--- src/rtl/period_gen_pkg.sv ---
// Shared types and defaults for the period tick generator.
// No logic; no latency; no backpressure.
package period_gen_pkg;

    localparam int DEF_WIDTH      = 32;
    localparam int DEF_CNT_WIDTH  = 16;
    localparam int DEF_MIN_PERIOD = 2;

    typedef enum logic [1:0] {
        IDLE   = 2'd0,
        RUN    = 2'd1,
        FINISH = 2'd2
    } state_t;

endpackage

--- src/rtl/cycle_timer.sv ---
// Free-running cycle timer that wraps to zero after reaching terminal_i.
// Latency: wrap_o is combinational on the current count; count updates next edge.
// Backpressure: none; enable_i gates counting, clear_i forces zero.
module cycle_timer #(
    parameter int WIDTH = 32
) (
    input  logic             clk_i,
    input  logic             reset_i,
    input  logic             clear_i,
    input  logic             enable_i,
    input  logic [WIDTH-1:0] terminal_i,
    output logic             wrap_o
);

    logic [WIDTH-1:0] r_count;
    logic             w_at_terminal;

    assign w_at_terminal = (r_count == terminal_i);
    assign wrap_o        = enable_i && w_at_terminal;

    always_ff @(posedge clk_i) begin
        if (reset_i || clear_i) begin
            r_count <= '0;
        end else if (enable_i) begin
            r_count <= w_at_terminal ? '0 : r_count + WIDTH'(1);
        end
    end

endmodule

--- src/rtl/period_tick_generator.sv ---
// Programmable tick source: bursts or continuous one-cycle ticks spaced period_i clocks apart.
// Latency: first tick one cycle after the accepting edge; done_o one cycle after the last tick.
// Backpressure: none; start_i is ignored while busy, stop_i aborts a run at the next edge.
module period_tick_generator
    import period_gen_pkg::*;
#(
    parameter int WIDTH      = DEF_WIDTH,
    parameter int CNT_WIDTH  = DEF_CNT_WIDTH,
    parameter int MIN_PERIOD = DEF_MIN_PERIOD
) (
    input  logic                 clk_i,
    input  logic                 reset_i,
    input  logic [WIDTH-1:0]     period_i,
    input  logic [CNT_WIDTH-1:0] count_i,
    input  logic                 start_i,
    input  logic                 stop_i,
    output logic                 tick_o,
    output logic                 busy_o,
    output logic                 done_o,
    output logic                 error_o,
    output logic [CNT_WIDTH-1:0] ticks_sent_o
);

    localparam logic [WIDTH-1:0]     MIN_P   = WIDTH'(MIN_PERIOD);
    localparam logic [CNT_WIDTH-1:0] CNT_MAX = '1;

    state_t               r_state;
    logic [WIDTH-1:0]     r_period_q;
    logic [CNT_WIDTH-1:0] r_count_q;
    logic [CNT_WIDTH-1:0] r_ticks_sent;
    logic                 r_tick;
    logic                 r_busy;
    logic                 r_done;
    logic                 r_error;

    logic                 w_timer_clear;
    logic                 w_timer_en;
    logic                 w_wrap;
    logic [WIDTH-1:0]     w_terminal;
    logic [CNT_WIDTH-1:0] w_sent_next;

    // Timer only advances in RUN; a stop clears it so a later run starts aligned.
    assign w_timer_en    = (r_state == RUN) && !stop_i;
    assign w_timer_clear = !w_timer_en;
    assign w_terminal    = r_period_q - WIDTH'(1);
    assign w_sent_next   = (r_ticks_sent == CNT_MAX) ? r_ticks_sent
                                                     : r_ticks_sent + CNT_WIDTH'(1);

    cycle_timer #(
        .WIDTH (WIDTH)
    ) u_timer (
        .clk_i      (clk_i),
        .reset_i    (reset_i),
        .clear_i    (w_timer_clear),
        .enable_i   (w_timer_en),
        .terminal_i (w_terminal),
        .wrap_o     (w_wrap)
    );

    always_ff @(posedge clk_i) begin
        if (reset_i) begin
            r_state      <= IDLE;
            r_period_q   <= MIN_P;
            r_count_q    <= '0;
            r_ticks_sent <= '0;
            r_tick       <= 1'b0;
            r_busy       <= 1'b0;
            r_done       <= 1'b0;
            r_error      <= 1'b0;
        end else begin
            r_tick  <= 1'b0;
            r_done  <= 1'b0;
            r_error <= 1'b0;
            case (r_state)
                IDLE: begin
                    if (start_i && !stop_i) begin
                        if (period_i < MIN_P) begin
                            r_error <= 1'b1;
                        end else begin
                            r_period_q   <= period_i;
                            r_count_q    <= count_i;
                            r_tick       <= 1'b1;
                            r_ticks_sent <= CNT_WIDTH'(1);
                            r_busy       <= 1'b1;
                            // A one-tick burst is already complete at accept.
                            r_state      <= (count_i == CNT_WIDTH'(1)) ? FINISH : RUN;
                        end
                    end
                end
                RUN: begin
                    if (stop_i) begin
                        r_busy  <= 1'b0;
                        r_state <= IDLE;
                    end else if (w_wrap) begin
                        r_tick       <= 1'b1;
                        r_ticks_sent <= w_sent_next;
                        if ((r_count_q != '0) && (w_sent_next == r_count_q)) begin
                            r_state <= FINISH;
                        end
                    end
                end
                FINISH: begin
                    r_done  <= 1'b1;
                    r_busy  <= 1'b0;
                    r_state <= IDLE;
                end
                default: begin
                    r_busy  <= 1'b0;
                    r_state <= IDLE;
                end
            endcase
        end
    end

    assign tick_o       = r_tick;
    assign busy_o       = r_busy;
    assign done_o       = r_done;
    assign error_o      = r_error;
    assign ticks_sent_o = r_ticks_sent;

endmodule
--- config.mk ---
export PLATFORM = sky130hd
export DESIGN_NAME = period_tick_generator
export DESIGN_NICKNAME = d
export VERILOG_FILES = /design/src/rtl/period_gen_pkg.sv /design/src/rtl/cycle_timer.sv /design/src/rtl/period_tick_generator.sv
export SDC_FILE = /design/constraint.sdc
export NUM_CORES = 1
export LEC_CHECK = 0
export BUFFER_PORTS_ARGS = -buffer_cell sky130_fd_sc_hd__buf_4
export CAP_MARGIN = 40
export CORE_AREA = 2 2 102 104
export DETAILED_ROUTE_END_ITERATION = 8
export DIE_AREA = 0 0 104 106
export PLACE_DENSITY = 0.81
export SYNTH_ARGS = -nofsm -noshare
export SYNTH_HDL_FRONTEND = slang
export SYNTH_HIERARCHICAL = 1
export SYNTH_SLANG_ARGS = --single-unit
--- constraint.sdc ---
create_clock -name clk_i -period 7.4 [get_ports clk_i]
set_clock_uncertainty 0.1 [all_clocks]
set_input_delay 1.48 -clock clk_i [delete_from_list [all_inputs] [get_ports clk_i]]
set_output_delay 1.48 -clock clk_i [all_outputs]
set_load 0.01 [all_outputs]
-- After elaboration in Yosys (flattened, before gate mapping)
Index checks and enable logic that the tools add are counted.
- flip-flop bits (word level): 102
- word-level logic and storage cells: 69
- add/sub/neg operators: 3
- $lt $le $gt $ge: 1
- equal/unequal tests: 13
- muxes and demuxes: 25
- bitwise logic cells: 3
- reductions and logical operators: 15
- operator list (cell ; count):
    $mux W16 ; 5
    $add A32 B1 Y32 const B ; 1
    $eq A32 B32 Y1 ; 1
    $lt A32 B2 Y1 const B ; 1
    $mux W32 ; 1
    $pmux W16 S2 ; 1
    $sub A32 B1 Y32 const B ; 1
    $add A16 B1 Y16 const B ; 1
    $eq A16 B1 Y1 const B ; 1
    $eq A16 B16 Y1 ; 1
    $eq A16 B16 Y1 const B ; 1
    $reduce_bool A16 Y1 ; 1
    $mux W2 ; 6
    $mux W1 ; 9
    $ne A2 B2 Y1 const B ; 4
    $ne A3 B2 Y1 const B ; 2
    $reduce_and A3 Y1 ; 2
    $reduce_and A5 Y1 ; 1
    $logic_and A1 B1 Y1 ; 4
    $pmux W1 S2 ; 2
    $pmux W2 S2 ; 1
    $reduce_and A4 Y1 ; 1
    $not A1 Y1 ; 3
    $reduce_or A3 Y1 ; 1
    7 further kinds ; 8

-- Depth between registers and ports, before layout
Gate-level depths: netlist of the first run.
- depth in word-level cells: 8
- gate-level depth with buffers: 20
- depth with buffers taken out: 20

-- Hierarchy
Netlist of the first run, hierarchy kept.
- by module, submodules not included (module ; instances ; cells each ; area an instance (µm²) ; sequential area each (µm²)):
    period_tick_generator ; 1 ; 475 ; 4006.3 ; 1401.3
    cycle_timer ; 1 ; 217 ; 1866.8 ; 640.6

-- Least setup slack after synthesis of the first run
No wires, ideal clock.
- kind: register to register
- start: register r_period_q[0]
- end: register r_state[0]
- setup time: 128 ps
- arrival: 4550 ps
- data required time: 7172 ps
- setup slack: 2622 ps
- stages on the path, launching flop included: 19
- buffers on the path: 0
- clock period less this slack: 4778 ps
- cell sequence: dfxtp_1 or4_4 nor4_4 nor3b_2 nand3_1 or4_4 or4_4 xnor2_2 xor2_1 nor4_1 nand4_1 nor4_1 a21boi_0 o311ai_0 a211o_1 nor4_1 and4b_1 o21a_1 nor2_1
- word-level cells in the longest chain between the ends: 5
- ends and longest elaborated chain (item ; line ; text):
    start, declared ; period_tick_generator.sv:28 ; logic [WIDTH-1:0] r_period_q;
    start signal, assigned ; period_tick_generator.sv:80 ; r_period_q <= period_i;
    $sub A32 B1 Y32 ; period_tick_generator.sv:45 ; assign w_terminal = r_period_q - WIDTH'(1);
    named net w_terminal[31] ; period_tick_generator.sv:39 ; logic [WIDTH-1:0] w_terminal;
    $eq A32 B32 Y1 ; cycle_timer.sv:18 ; assign w_at_terminal = (r_count == terminal_i);
    $logic_and A1 B1 Y1 ; cycle_timer.sv:19 ; assign wrap_o = enable_i && w_at_terminal;
    named net w_wrap ; period_tick_generator.sv:38 ; logic w_wrap;
    $ne A3 B2 Y1 (no source line) ; n/a ;
    $reduce_and A4 Y1 (no source line) ; n/a ;
    end signal, assigned ; period_tick_generator.sv:86 ; r_state <= (count_i == CNT_WIDTH'(1)) ? FINISH : RUN;
    end, declared ; period_tick_generator.sv:27 ; state_t r_state;
The timed path passes the listed nets, and every way through them passes these cells.
A chain may end at the register's enable or synchronous reset.

-- Final worst setup path of the first run
- start: register r_period_q[7]
- end: register r_ticks_sent[0] (netlist: ticks_sent_o[0])
- word-level cells in the longest chain between the ends: 5
- ends and longest elaborated chain (item ; line ; text):
    $sub A32 B1 Y32 ; period_tick_generator.sv:45 ;
    named net w_terminal[30] ; period_tick_generator.sv:39 ;
    $eq A32 B32 Y1 ; cycle_timer.sv:18 ;
    $logic_and A1 B1 Y1 ; cycle_timer.sv:19 ;
    named net w_wrap ; period_tick_generator.sv:38 ;
    $ne A2 B1 Y1 (no source line) ; n/a ;
    $reduce_and A5 Y1 (no source line) ; n/a ;
    end signal, assigned ; period_tick_generator.sv:96 ; r_ticks_sent <= w_sent_next;
    end, declared ; period_tick_generator.sv:30 ; logic [CNT_WIDTH-1:0] r_ticks_sent;
The timed path passes the listed nets, and every way through them passes these cells.

==> summary.md, run 1 <==
| Metric | Value |
|---|---|
| Design area | about 6600 µm² |
| Most common cell after layout, fill and taps aside | nor2_1 |
| Initial core utilization | 58.7% |
| Clock root cell | clkbuf_8 |
| RSZ-0062 raised after global routing | false |
| Logic pwr share | between 10 and 15% |
| Outcome | finished clean |
| Final routed DRC violation total | 0 |
| Placed cell area | 6450 µm² |
| Vias per inst | 6.03 |
| Largest family of logic cells by synthesized area | simple AND/OR/NAND/NOR gates |
| TritonRoute pass-1 iters | 5 |
| Pwr per Cell Area | 161 nW/µm² |
| Critical path arrival | about 5.7 ns |
| Simple-Gate Fraction of Synth Area | between 20% and 30% |
| Mux cell area share after synthesis | 9.57% |
| Period utilization | roughly three quarters |
| Post-synth ARST share | 0% |
| Clock group share of total power | 31.2% |
| Core Region | 10000 µm² |
| Cell Count, Final, Fillers Out | 885 |
| FF-to-FF setup slack | 1.95 ns |
| Total setup buffers inserted after CTS | 0 |
| Die ar. | approximately 11,000 µm² |
| Drt first-iter violations | 410 |
| Most area-consuming cells after synthesis | dfxtp_1 35%, xor2_1 11%, mux2i_1 9.4%, nor2_1 7.9%, xnor2_1 5.2% |
| Register area | 2040 µm² |
| IO Port Bufs | 71 |
| Multi-input logic area | 3630 µm² |
| Synth Area per Inst | 8.49 µm² |
| DP HPWL | 12.1 mm |
| Kind of critical path | reg2reg |
| Most frequent cells in the layout | 124 x nor2_1, 102 x dfxtp_1, 73 x xor2_1, 73 x buf_4, 55 x mux2i_1 |
| Int Power | ~760 µW |
| Top Ports | 72 |
| Cells after DPL | between 800 and 900 |
| WL/cell | 17.9 µm |
| Main flop type after synthesis | dfxtp_1 |
| Register area share after synthesis | between 30% and 40% |
| Total number of yosys warnings | 6 |
| Leakage power | approximately 0.0028 µW |
| Rel. slew slack | 38.9% |
| CP required | 7.62 ns |
| Final Hold Viols | 0 |
| Final slew viol count | 0 |
| Number of synthesized flops with an enable pin | 0 |
| Switching power | about 310 µW |
| Worst Path Max Fanout | 17 |
| Part of the power in registers | a little over half |
| Synth Register Bits | approximately 100 |
| Share of layout cells above drive strength 1 | 13.9% |
| Die Span Y | 106 µm |
| Placer Congestion | 0.924 |
| Fmax | ~180 MHz |
| Worst Tran Pin Value | 0.909 ns |
| Clock latency on the worst-skew pair | 0.39 ns |
| CP Launch Type | flip-flop |
| Htree depth | 3 |
| Die X | ~100 µm |
| Switching Fraction | 28.9% |
| TritonCTS clock tree | yes |
| Worst Setup End Kind | flip-flop |
| Mapped Nets | 747 |
| DR vias | 5,338 |
| Maximum capacitance violations | 0 |
| CTS Sinks | 102 |
| Synth Area in Adders | 0.639% |
| Global-route wire length before repair | 26.0 mm |
| Cell Rows | 37 |
| Final nets | 799 |
| Initial antenna violation count | 0 |
| Total global-route track usage | 29.5% |
| Pin count of the biggest net entering global routing | 69 |
| CTS Buffer Depth | 2 |
| Total power | 1070 µW |
| Largest area contributor in the netlist | dfxtp_1 |
| Post-synth cell types | 59 |
| Total wire length | 15.8 mm |
| Minimum clock period | 5.45 ns |
| ANT cells | 0 |
| Fill cells | roughly 870 |
| Worst hold path class | reg2reg |
| Final ANT Viol Nets | 0 |
| CTS clk-pin slew, worst paths | about 0.10 ns |
| GRT overflow | 0 |
| Setup TNS | 0 ns |
| Complex-gate fraction of the synthesized area | 6.20% |
| Hold-fix buffers at CTS | 0 |
| Post-synth top area share | 34.8% |
| Max VDD drop | between 200 and 250 µV |
| Post-synthesis xor/xnor area fraction | between 10% and 20% |
| Cts bufs inserted | 9 |
| Gate Count Post-Synth | 692 |
| Area delta synth->final | 12.8% |
| Vias in the first global route | about 5,100 |
| Post-cts sizing count | 0 |
| Mapped cell area | 5870 µm² |
| Final Setup Violations | 0 |
==> stage by stage <==
stage,util (%),hold WS (ns),setup WS (ns)
final,66.3,0.449,1.95
after global routing,66.3,0.491,1.35
after CTS,66.3,0.454,2.08
after detailed placement,64.5,0.431,2.13
after global placement,64.5,0.400,2.31
after floorplan,-,0.362,2.62
==> final cells by class <==
cell class | instances | share of cell area (%)
sequential | 102 | 30.8
inverter | 14 | 0.793
clock inverter | 7 | 0.850
tap | 136 | 2.57
clock buffer | 9 | 1.87
timing repair buffer | 73 | 8.27
multi-input combinational | 544 | 54.8
==> power by group through the flow <==
stage | Sequential (µW) | Clock, µW | Combinational [µW]
finish | 583 | 333 | 150
detailed placement | 595 | 0 | 149
global placement | 594 | 0 | 143
global route | 586 | 360 | 164
floorplan | 590 | 0 | 98.6
CTS | 583 | 340 | 149
==> state kept, by name, summed over array words and instances, names as in the netlist <==
register         count
u_timer/r_count     32
r_state              2
done_o               1
busy_o               1
r_period_q          32
tick_o               1
ticks_sent_o        16
r_count_q           16
error_o              1
==> worst max-delay path: stages (launching register included) <==
cell     delay (ns)
dfxtp_1        0.38
nor4_1         0.45
or3b_1         0.45
nor3_1         0.47
nand3_1        0.22
or4_4          0.50
nor3_1         0.19
xor2_1         0.24
xor2_1         0.09
nor4_1         0.31
nand4_1        0.23
nor4_1         0.36
nand2_1        0.43
nand2_1        0.39
o21ai_0        0.18
mux2_2         0.29
nor2_1         0.08
==> per-layer routing <==
metal | global-route usage [%] | vias to the layer above | wire length (µm)
met5 | 0 | - | 0
li1 | - | 2548 | -
met2 | 48.9 | 183 | 7610
met3 | 7.60 | 36 | 1060
met4 | 10.3 | 0 | 387
met1 | 37.5 | 2571 | 6780
==> synth_stat cells (all sizes together), types with 4 or more instances <==
library cell and instances:
nor2 124, dfxtp 102, xor2 73, mux2i 55, nor4 39, xnor2 36
nand2 33, nand4 27, nor3 27, clkbuf 22, nand3 22, inv 14
a21oi 10, buf 10, and3 9, o21ai 8, or4 8, nand2b 7
and4 6, a311oi 5, nor3b 5, a31oi 4, nor2b 4
==> cell families after synthesis <==
kind of cell	after synthesis
compound gates	50
mux	56
simple gates	326
flops	102
buf+inv	46
xor+xnor	109
fa+ha+maj	3
==> worst paths after layout <==
path / start / end / depth (start not counted)
setup / recovery: r_period_q[7] / ticks_sent_o[0] / 16
hold / removal: r_period_q[1] / r_period_q[1] / 1
setup reg to reg: r_period_q[7] / ticks_sent_o[0] / 16
hold reg to reg: r_period_q[1] / r_period_q[1] / 1
Note: power is estimated with default switching activity, not from simulation.
==> inputs of run 2 (changes only) <==
ABC_AREA = 1   (was default)
CORE_AREA = 2 2 112 114   (was 2 2 102 104)
DIE_AREA = 0 0 114 116   (was 0 0 104 106)
PLACE_DENSITY = 0.76   (was 0.81)
clock period = 4.6 ns   (was 7.4 ns; I/O delays follow)
==> summary.md, run 2 <==
| Metric | Value |
|---|---|
| Most area-consuming cells after synthesis | dfxtp_1 32%, nand2_1 14%, nor2_1 11%, inv_1 6.6%, xor2_1 6.4% |
| Design area | between 7000 and 8000 µm² |
| Post-synth top area share | approximately a third |
| Final Hold Viols | 0 |
| Core Region | 11,900 µm² |
| Largest stage delay, worst path | about 0.34 ns |
| Drt first-iter violations | 398 |
| DR vias | roughly 6,300 |
| R2R cell count | 17 |
| Reg2reg start | r_period_q[0] |
| Die Span Y | 116 µm |
| Post-synth cell types | 39 |
| CTS clk-pin slew, worst paths | ~0.08 ns |
| GRT overflow | 0 |
| Die ar. | ~13,000 µm² |
| Worst hold path class | reg2reg |
| Cts bufs inserted | 9 |
| Synth Register Bits | 102 |
| Most frequent cells in the layout | 241 x nand2_1, 194 x nor2_1, 111 x inv_1, 102 x dfxtp_1, 75 x buf_4 |
| WL/cell | 13.7 µm |
| Clock latency on the worst-skew pair | 0.36 ns |
| Placed cell area | between 6000 and 7000 µm² |
| Initial antenna violation count | 0 |
| Pwr per Cell Area | approximately 290 nW/µm² |
| Cell Count, Final, Fillers Out | between 1,000 and 1,500 |
| Total wire length | around 17 mm |
| Maximum capacitance violations | 0 |
| Gate Count Post-Synth | ~1,000 |
| Placer Congestion | 0.958 |
| Synth Area per Inst | 6.35 µm² |
| Most frequent cell after synthesis | nand2_1 |
| Vias per inst | between 5 and 6 |
| Worst Path Max Fanout | 17 |
| Register area share after synthesis | around 32% |
| Outcome | finished clean |
| Mapped cell area | 6340 µm² |
| Largest area contributor in the netlist | dfxtp_1 |
| CTS Sinks | 102 |
| Worst Setup End Kind | flip-flop |
| ANT cells | 0 |
| Rel. slew slack | 43.3% |
| Worst Tran Pin Value | 0.848 ns |
| Post-synth ARST share | 0% |
| Register area | ~2000 µm² |
| Top flop regs | r_period_q: 32 flops, u_timer/r_count: 32 flops |
| GR Util met3 | under 10% |
| Total number of yosys warnings | 6 |
| Fmax | 271 MHz |
| Htree depth | 3 |
| Cell Rows | 40 |
| Met1 usage | 31.6% |
| Multi-input logic area | 3720 µm² |
| Hold-fix buffers at CTS | 0 |
| Most frequent cells after synthesis | 241 x nand2_1, 194 x nor2_1, 112 x inv_1, 102 x dfxtp_1, 60 x o21ai_0 |
| Final routed DRC violation total | 0 |
| M2 GR Usage | 43.9% |
| Share of layout cells above drive strength 1 | 13.2% |
| Final ANT Viol Nets | 0 |
| Cells after DPL | ~1,200 |
| Final slew viol count | 0 |
| Critical path arrival | between 3 and 4 ns |
| Cell Chain, Critical Path | inv_1 > ha_1 > and3_1 > nand4_1 > nor4_2 > nand3_1 > nor3_1 > xor2_1 > or2_2 > nand3_1 > nor2_1 > nand3_2 > nor2_1 > inv_1 > o21ai_0 > inv_2 > a221oi_1 |
| Top Ports | 72 |
| Most common cell after layout, fill and taps aside | nand2_1 |
| DP HPWL | 12.8 mm |
| WP depth | 17 |
| Total setup buffers inserted after CTS | 0 |
| Vias in the first global route | 5,701 |
| IO Port Bufs | 71 |
| Clock root cell | clkbuf_16 |
| Period utilization | ~80% |
| Setup TNS | 0 ns |
| Minimum clock period | 3.69 ns |
| Total global-route track usage | ~26% |
| Area delta synth->final | 14.0% |
| Crit path max-delay family | simple AND/OR/NAND/NOR gates |
| Max VDD drop | 323 µV |
| Die X | between 100 and 150 µm |
| Global route hottest layer | met2 |
| Final Setup Violations | 0 |
| Leakage power | between 0.003 and 0.004 µW |
| TritonCTS clock tree | yes |
| CP Launch Type | flip-flop |
| Post-cts sizing count | 0 |
| Number of synthesized flops with an enable pin | 0 |
| Pin count of the biggest net entering global routing | 50 |
| CP max stage cell | nor4_2 |
| Global-route wire length before repair | 26.9 mm |
| Kind of critical path | reg2reg |
| Hold path depth | 2 |
| Mapped Nets | roughly 1,100 |
| CTS Buffer Depth | 2 |
| Main flop type after synthesis | dfxtp_1 |
| RSZ-0062 raised after global routing | false |
| Buf/Inv on CP | 3 |
| Critical Path Start | r_period_q[0] |
| Fill cells | 1,135 |
| TritonRoute pass-1 iters | 5 |
| CP required | 4.77 ns |
| Initial core utilization | 53.2% |
| Final nets | 1,114 |
| Hold wc startpoint | busy_o |
run 2: report_power, final:
group	switching (µW)	leakage, µW	internal [µW]
sequential	47.1	0.000830	929
combinational	237	0.00215	151
clock	366	0.000132	377
total	650	0.00312	1460
run 2: worst paths after layout:
| kind | slack (ns) | endpoint |
|---|---|---|
| worst max-delay path | 0.91 | ticks_sent_o[0] |
| worst min-delay path | 0.37 | busy_o |
| worst max register to register | 0.91 | ticks_sent_o[0] |
| worst min register to register | 0.37 | busy_o |
run 2: kinds of logic after synthesis:
kind of cell | count (synthesis) | synth area share [%]
flip-flops | 102 | 32.2
XOR/XNOR | 66 | 9.12
AND/OR/NAND/NOR | 577 | 39.8
AO/OA/AOI/OAI | 108 | 9.14
buffers and inverters | 142 | 9.16
adder cells (fa/ha/maj) | 3 | 0.592
run 2: worst reg2reg max path, cell delays in order, from the launching register on:
cell and delay, ns:
dfxtp_1 0.32, inv_1 0.14, ha_1 0.22, and3_1 0.23
nand4_1 0.19, nor4_2 0.34, nand3_1 0.12, nor3_1 0.20
xor2_1 0.28, or2_2 0.16, nand3_1 0.06, nor2_1 0.13
nand3_2 0.11, nor2_1 0.16, inv_1 0.08, o21ai_0 0.28
inv_2 0.21, a221oi_1 0.27
run 2: metal layers:
layer / up-vias / routed length [µm]
met5: - / 0
met4: 0 / 437
met3: 28 / 966
met2: 173 / 7810
met1: 2812 / 7330
li1: 3264 / -
run 2: layout make-up:
| class | instances | share of cell area, % |
|---|---|---|
| Inverter | 117 | 6.11 |
| Tap cell | 147 | 2.54 |
| Clock buffer | 10 | 3.17 |
| Clock inverter | 6 | 0.727 |
| Timing Repair Buffer | 75 | 7.79 |
| Sequential cell | 102 | 28.2 |
| Multi-Input combinational cell | 754 | 51.4 |
run 2: stage by stage:
stage / hold slack [ns] / util [%] / total power (µW) / setup WS, ns
after floorplan: 0.330 / - / 1260 / 1.40
after global placement: 0.359 / 58.3 / 1370 / 1.05
after detailed placement: 0.360 / 58.3 / 1380 / 0.905
after CTS: 0.375 / 60.7 / 2120 / 0.884
after global routing: 0.394 / 60.7 / 2220 / 0.501
final: 0.370 / 60.7 / 2110 / 0.910
